==> config.mk <==
export PLATFORM = sky130hd
export DESIGN_NAME = keyboard_scan_queue
export DESIGN_NICKNAME = d
export VERILOG_FILES = /design/src/rtl/keyboard_pkg.sv /design/src/rtl/scan_fifo.sv /design/src/rtl/keyboard_scan_queue.sv
export SDC_FILE = /design/constraint.sdc
export NUM_CORES = 1
export LEC_CHECK = 0
export BUFFER_PORTS_ARGS = -buffer_cell sky130_fd_sc_hd__buf_4
export CAP_MARGIN = 30
export CORE_ASPECT_RATIO = 1.4
export CORE_MARGIN = 2
export CORE_UTILIZATION = 47
export CTS_CLUSTER_SIZE = 10
export DETAILED_ROUTE_END_ITERATION = 8
export SLEW_MARGIN = 20
export SYNTH_ARGS = -nofsm -noshare
export SYNTH_HDL_FRONTEND = slang
export SYNTH_SLANG_ARGS = --single-unit
==> constraint.sdc <==
create_clock -name clk -period 5.4 [get_ports clk]
set_input_delay 0.54 -clock clk [delete_from_list [all_inputs] [get_ports clk]]
set_output_delay 0.54 -clock clk [all_outputs]
set_load 0.02 [all_outputs]
==> src/rtl/keyboard_pkg.sv <==
// Shared constants for the PS/2 scan-code sequencer: prefix bytes, filtered
// bytes, key_status bit positions, queue entry width and decoder state encoding.
package keyboard_pkg;

   localparam logic [7:0] PS2_EXT = 8'hE0;
   localparam logic [7:0] PS2_BRK = 8'hF0;

   localparam logic [7:0] PS2_ERR0    = 8'h00;
   localparam logic [7:0] PS2_BAT_OK  = 8'hAA;
   localparam logic [7:0] PS2_ECHO    = 8'hEE;
   localparam logic [7:0] PS2_ACK     = 8'hFA;
   localparam logic [7:0] PS2_BAT_ERR = 8'hFC;
   localparam logic [7:0] PS2_RESEND  = 8'hFE;
   localparam logic [7:0] PS2_ERR1    = 8'hFF;

   localparam int KS_BREAK = 0;
   localparam int KS_AVAIL = 1;
   localparam int KS_EXT   = 2;
   localparam int KS_OVF   = 3;

   // Entry layout: [9] extended, [8] break, [7:0] scan code.
   localparam int ENTRY_W = 10;

   typedef enum logic [1:0] {
      ST_IDLE   = 2'd0,
      ST_EXT    = 2'd1,
      ST_BRK    = 2'd2,
      ST_EXTBRK = 2'd3
   } scan_state_t;

   // Controller responses and error codes that never describe a key.
   function automatic logic is_filtered(input logic [7:0] b);
      case (b)
         PS2_ERR0, PS2_BAT_OK, PS2_ECHO, PS2_ACK,
         PS2_BAT_ERR, PS2_RESEND, PS2_ERR1: return 1'b1;
         default:                           return 1'b0;
      endcase
   endfunction

endpackage

==> src/rtl/scan_fifo.sv <==
// Circular key-event queue with extra-bit pointers; head is read combinationally
// so a push is visible the cycle after it is accepted.
module scan_fifo #(
   parameter int DEPTH  = 16,
   parameter int ADDR_W = 4,
   parameter int W      = 10
) (
   input  logic              clk,
   input  logic              rst,
   input  logic              push,
   input  logic [W-1:0]      push_data,
   input  logic              pop,
   output logic [W-1:0]      head,
   output logic              full,
   output logic              empty,
   output logic [ADDR_W:0]   count
);

   logic [W-1:0]    mem [DEPTH];
   logic [ADDR_W:0] wr_ptr;
   logic [ADDR_W:0] rd_ptr;
   logic            pop_ok;
   logic            push_ok;

   assign count = wr_ptr - rd_ptr;
   assign full  = (count == (ADDR_W+1)'(DEPTH));
   assign empty = (count == '0);

   // A pop on an empty queue is ignored; a push into a full queue only lands
   // when the head is retired in the same cycle.
   assign pop_ok  = pop && !empty;
   assign push_ok = push && (!full || pop_ok);

   always_ff @(posedge clk or posedge rst) begin
      if (rst) begin
         wr_ptr <= '0;
         rd_ptr <= '0;
      end else begin
         if (push_ok) wr_ptr <= wr_ptr + (ADDR_W+1)'(1);
         if (pop_ok)  rd_ptr <= rd_ptr + (ADDR_W+1)'(1);
      end
   end

   always_ff @(posedge clk) begin
      if (push_ok) mem[wr_ptr[ADDR_W-1:0]] <= push_data;
   end

   assign head = mem[rd_ptr[ADDR_W-1:0]];

endmodule

==> src/rtl/keyboard_scan_queue.sv <==
// Strips E0/F0 prefixes from the PS/2 byte stream, queues complete key events
// and presents the queue head as key_status/keycode for the READKEY path.
module keyboard_scan_queue
   import keyboard_pkg::*;
#(
   parameter int DEPTH   = 16,
   parameter int ADDR_W  = 4,
   parameter int TIMEOUT = 100000
) (
   input  logic              clk,
   input  logic              rst,
   input  logic              scan_valid,
   input  logic [7:0]        scan_byte,
   input  logic              pop,
   output logic [7:0]        key_status,
   output logic [7:0]        keycode,
   output logic [ADDR_W:0]   count
);

   localparam int TMR_W = $clog2(TIMEOUT + 1);

   scan_state_t        state;
   logic [TMR_W-1:0]   timer;
   logic               overflow;
   logic               push;
   logic [ENTRY_W-1:0] push_data;
   logic [ENTRY_W-1:0] head;
   logic               fifo_full;
   logic               fifo_empty;
   logic               seen_ext;
   logic               seen_brk;

   assign seen_ext = (state == ST_EXT) || (state == ST_EXTBRK);
   assign seen_brk = (state == ST_BRK) || (state == ST_EXTBRK);

   always_comb begin
      push      = 1'b0;
      push_data = {seen_ext, seen_brk, scan_byte};
      if (scan_valid && scan_byte != PS2_EXT && scan_byte != PS2_BRK &&
          !is_filtered(scan_byte))
         push = 1'b1;
   end

   // Prefix flags accumulate until a code byte or a filtered byte ends the event;
   // a prefix left waiting too long is abandoned without emitting anything.
   always_ff @(posedge clk or posedge rst) begin
      if (rst) begin
         state <= ST_IDLE;
         timer <= '0;
      end else if (scan_valid) begin
         timer <= '0;
         if (scan_byte == PS2_EXT)
            state <= seen_brk ? ST_EXTBRK : ST_EXT;
         else if (scan_byte == PS2_BRK)
            state <= seen_ext ? ST_EXTBRK : ST_BRK;
         else
            state <= ST_IDLE;
      end else if (state == ST_IDLE) begin
         timer <= '0;
      end else if (timer == TMR_W'(TIMEOUT - 1)) begin
         state <= ST_IDLE;
         timer <= '0;
      end else begin
         timer <= timer + TMR_W'(1);
      end
   end

   always_ff @(posedge clk or posedge rst) begin
      if (rst)
         overflow <= 1'b0;
      else if (pop && !fifo_empty)
         overflow <= 1'b0;
      else if (push && fifo_full)
         overflow <= 1'b1;
   end

   scan_fifo #(
      .DEPTH  (DEPTH),
      .ADDR_W (ADDR_W),
      .W      (ENTRY_W)
   ) u_fifo (
      .clk       (clk),
      .rst       (rst),
      .push      (push),
      .push_data (push_data),
      .pop       (pop),
      .head      (head),
      .full      (fifo_full),
      .empty     (fifo_empty),
      .count     (count)
   );

   always_comb begin
      key_status           = '0;
      keycode              = '0;
      key_status[KS_OVF]   = overflow;
      key_status[KS_AVAIL] = !fifo_empty;
      if (!fifo_empty) begin
         key_status[KS_EXT]   = head[9];
         key_status[KS_BREAK] = head[8];
         keycode              = head[7:0];
      end
   end

endmodule
==> summary.txt <==
Setup path
  – Top delay family on crit path: compound AO/OA/AOI/OAI gates
  – CP Buf/Inv Count: 2
  – Total stage count of the critical path: 7
  – R2R depth: 7
  – Reg2reg setup slack: 1.97 ns
  – Kind of end point of the critical path: primary output
  – Crit-path max cell delay: 0.50 ns
  – R2R Path End: u_fifo.mem[7][2]
  – Critical Path RT: around 4.9 ns
  – Critical Setup Path Class: reg2out
  – RR Startpoint: u_fifo.rd_ptr[3]
  – CP Capture Point: keycode[2]
  – Setup crit start: u_fifo.rd_ptr[2]
  – Crit path DAT: 3.06 ns
  – Ordered cell list for the critical path: inv_1 -> ha_1 -> a21oi_1 -> a211oi_2 -> o22a_4 -> a211oi_1 -> buf_4
  – Slowest CP cell: inv_1
  – Critical Path Fanout Max: 14
  – Worst setup SP type: flop

Placement
  – Detail Placement HPWL: around 12 mm
  – Port-buffer cells: 28
  – GP Congestion: just over 0.9

Floorplan
  – Core area: between 0.015 and 0.02 mm^2
  – Die Height: 159 um
  – Initial Util: 0.481
  – Row count: between 50 and 60
  – Die Area: 0.0183 mm^2
  – # IOs: 33
  – Die W: roughly 110 um

Synth
  – Synth top area cells: edfxtp_1 59%, mux4_2 11%, dfrtp_1 9.3%
  – Synth area leader: edfxtp_1
  – Yosys synthesis warning count: 0
  – Ys async rst share: 0.158
  – Synth Register Bits: 190
  – Synth unique cells: 53
  – Synth cell count leaders: 160 x edfxtp_1, 40 x mux4_2, 40 x nand2_1
  – Sequential cell area fraction in the yosys report: 0.687
  – Most common cell in the netlist: edfxtp_1
  – Synth Flop Type: edfxtp_1
  – Cells after synthesis: 486
  – Average cell area after synthesis: 16.6 um^2
  – Post-synth EDFFs: 160
  – Yosys top cell area share: 0.594
  – Synthesized area: a little over 0.008 mm^2

Drt
  – Total wire length: about 18 mm
  – # DRC: 0
  – First-pass iteration count of the detailed router: 4
  – Iter 0 DRT Violations: around 460
  – Via density: around 5.8
  – Wire per inst: approximately 24 um
  – Via count: roughly 4,300
  – DRT antenna net count: 0

Global route
  – Global Route Usage Sum: 0.208
  – Largest net degree at the start of global routing: 44
  – Busiest grt layer: met2
  – Grt total ovfl: 0
  – Global-route wire length before repair: approximately 27 mm
  – GR Util met3: 0.0411
  – Initial antenna violation count: 0
  – Vias in the first global route: between 4,000 and 5,000
  – M1 GR Usage: 0.274
  – Met2 Use GR: 0.345

Clock network
  – CTS resizes: 0
  – CTS tree: built
  – Post-CTS Setup Inserts: 0
  – CTS buffer count: 17
  – Clock sinks: 190
  – Max Buffers Root-to-Sink: 2
  – CTS Hold Buffers Added: 0
  – CTS root buf: clkbuf_16
  – Clock transition at path regs: 0.07 ns
  – Worst skew pair latency: 0.43 ns
  – Number of H-tree levels: 4

Timing
  – Worst slew pin tran: 0.922 ns
  – # setup viols final: 0
  – Min Clock Period, post-route: ~3.6 ns
  – Fin. max-slew vios: 0
  – Accumulated negative setup slack: 0 ns
  – Max Fclk: about 280 MHz
  – Period utilisation layout: 0.667
  – Final hold viol count: 0
  – Slew headroom: 0.383
  – Unrepaired setup endpoints after global routing: no
  – Final hold slack: ~0.20 ns
  – Clk_skew: 0.0116 ns

Layout
  – Diode count: 0
  – Ratio of cells with drive above 1 in the final layout: 0.234
  – # fillers: 1,325
  – Synth-to-Final Area Change: 13.5%
  – Nets: between 500 and 600

Worst hold path
  – Worst hold path type: in2async

Pwr
  – Power Density: 566 mW/mm^2
  – Max VDD drop: 304 uV
  – Pleak: about 3.2 nW
  – Total power draw: 5.20 mW

Status
  – Status: finished, final reports clean

Flow run
  – Max-cap violation count: 0
-- where the power goes --
part | leakage, nW | switching [mW] | internal [mW]
registers | 1.87 | 0.0803 | 1.75
logic | 1.02 | 1.16 | 0.801
clock network | 0.324 | 0.533 | 0.871
total | 3.21 | 1.78 | 3.42
-- routing by layer --
layer,wire (um),vias up
met5,0,-
met2,9380,88
met4,355,0
li1,-,1937
met1,7380,2222
met3,637,23
-- cells by family after synthesis --
kind of cell	share of synthesized area
other	0.000464
buffers and inverters	0.0238
AOI/OAI and AO/OA	0.0331
and+or+nand+nor	0.0815
xor gates and xnor gates	0.0291
adders and majority gates	0.0179
muxes	0.127
DFF	0.687
-- worst min-delay path by stage --
| stage | startpoint | endpoint | cells after the start |
|---|---|---|---|
| 2_1_floorplan | timer[0] | timer[0] | 1 |
| 3_3_place_gp | timer[0] | timer[0] | 1 |
| 3_5_place_dp | u_fifo.wr_ptr[4] | u_fifo.wr_ptr[4] | 1 |
| 4_1_cts | rst | timer[16] | 3 |
| 5_1_grt | rst | timer[12] | 3 |
| 6_report | rst | timer[11] | 3 |
-- cells in the final DEF (no fill, tap or decap), types with 3 or more instances in the layout --
cell type	instances
mux2i_1	10
nand4_1	5
conb_1	4
inv_1	13
nor2b_1	3
clkbuf_16	17
buf_4	40
a21oi_1	6
ha_1	10
o211ai_1	3
a211oi_1	10
nand3_1	13
mux4_2	40
bufinv_16	6
edfxtp_1	160
and3_1	11
xor2_1	13
dfrtp_1	29
nand2_1	40
nor2_1	32
nor3_1	14
xnor2_1	12
-- through the flow --
step | setup slack, ns | cells | instance area [um^2] | utilization
2_1_floorplan | 1.86 | 489 | 8100 | -
3_3_place_gp | 2.15 | 704 | 8500 | 0.506
3_5_place_dp | 2.02 | 704 | 8510 | 0.506
4_1_cts | 1.80 | 736 | 9170 | 0.546
5_1_grt | 1.70 | 737 | 9180 | 0.546
6_report | 1.80 | 737 | 9180 | 0.546
-- worst register-to-register path, stage by stage, from the launching register on --
cell      delay (ns)
dfrtp_1         0.54
inv_1           0.28
ha_1            0.45
nand3_1         0.15
a21oi_1         0.28
or3_1           0.36
o211ai_2        0.24
nor2_1          0.78
-- layout make-up --
type / count / area [um^2] / area share
Inverter: 13 / 48.8 / 0.00531
Clock inverter: 14 / 239 / 0.0260
Sequential cell: 190 / 5560 / 0.605
Multi-Input combinational cell: 259 / 2350 / 0.256
Clock buffer: 18 / 429 / 0.0467
Tap cell: 203 / 254 / 0.0277
Timing Repair Buffer: 40 / 300 / 0.0327
-- flip-flops by register name, summed over array words and instances (netlist names) --
register / flops
overflow: 1
state: 2
timer: 17
u_fifo.mem: 160
u_fifo.rd_ptr: 5
u_fifo.wr_ptr: 5
No activity file was read; power rests on OpenSTA's default activity.
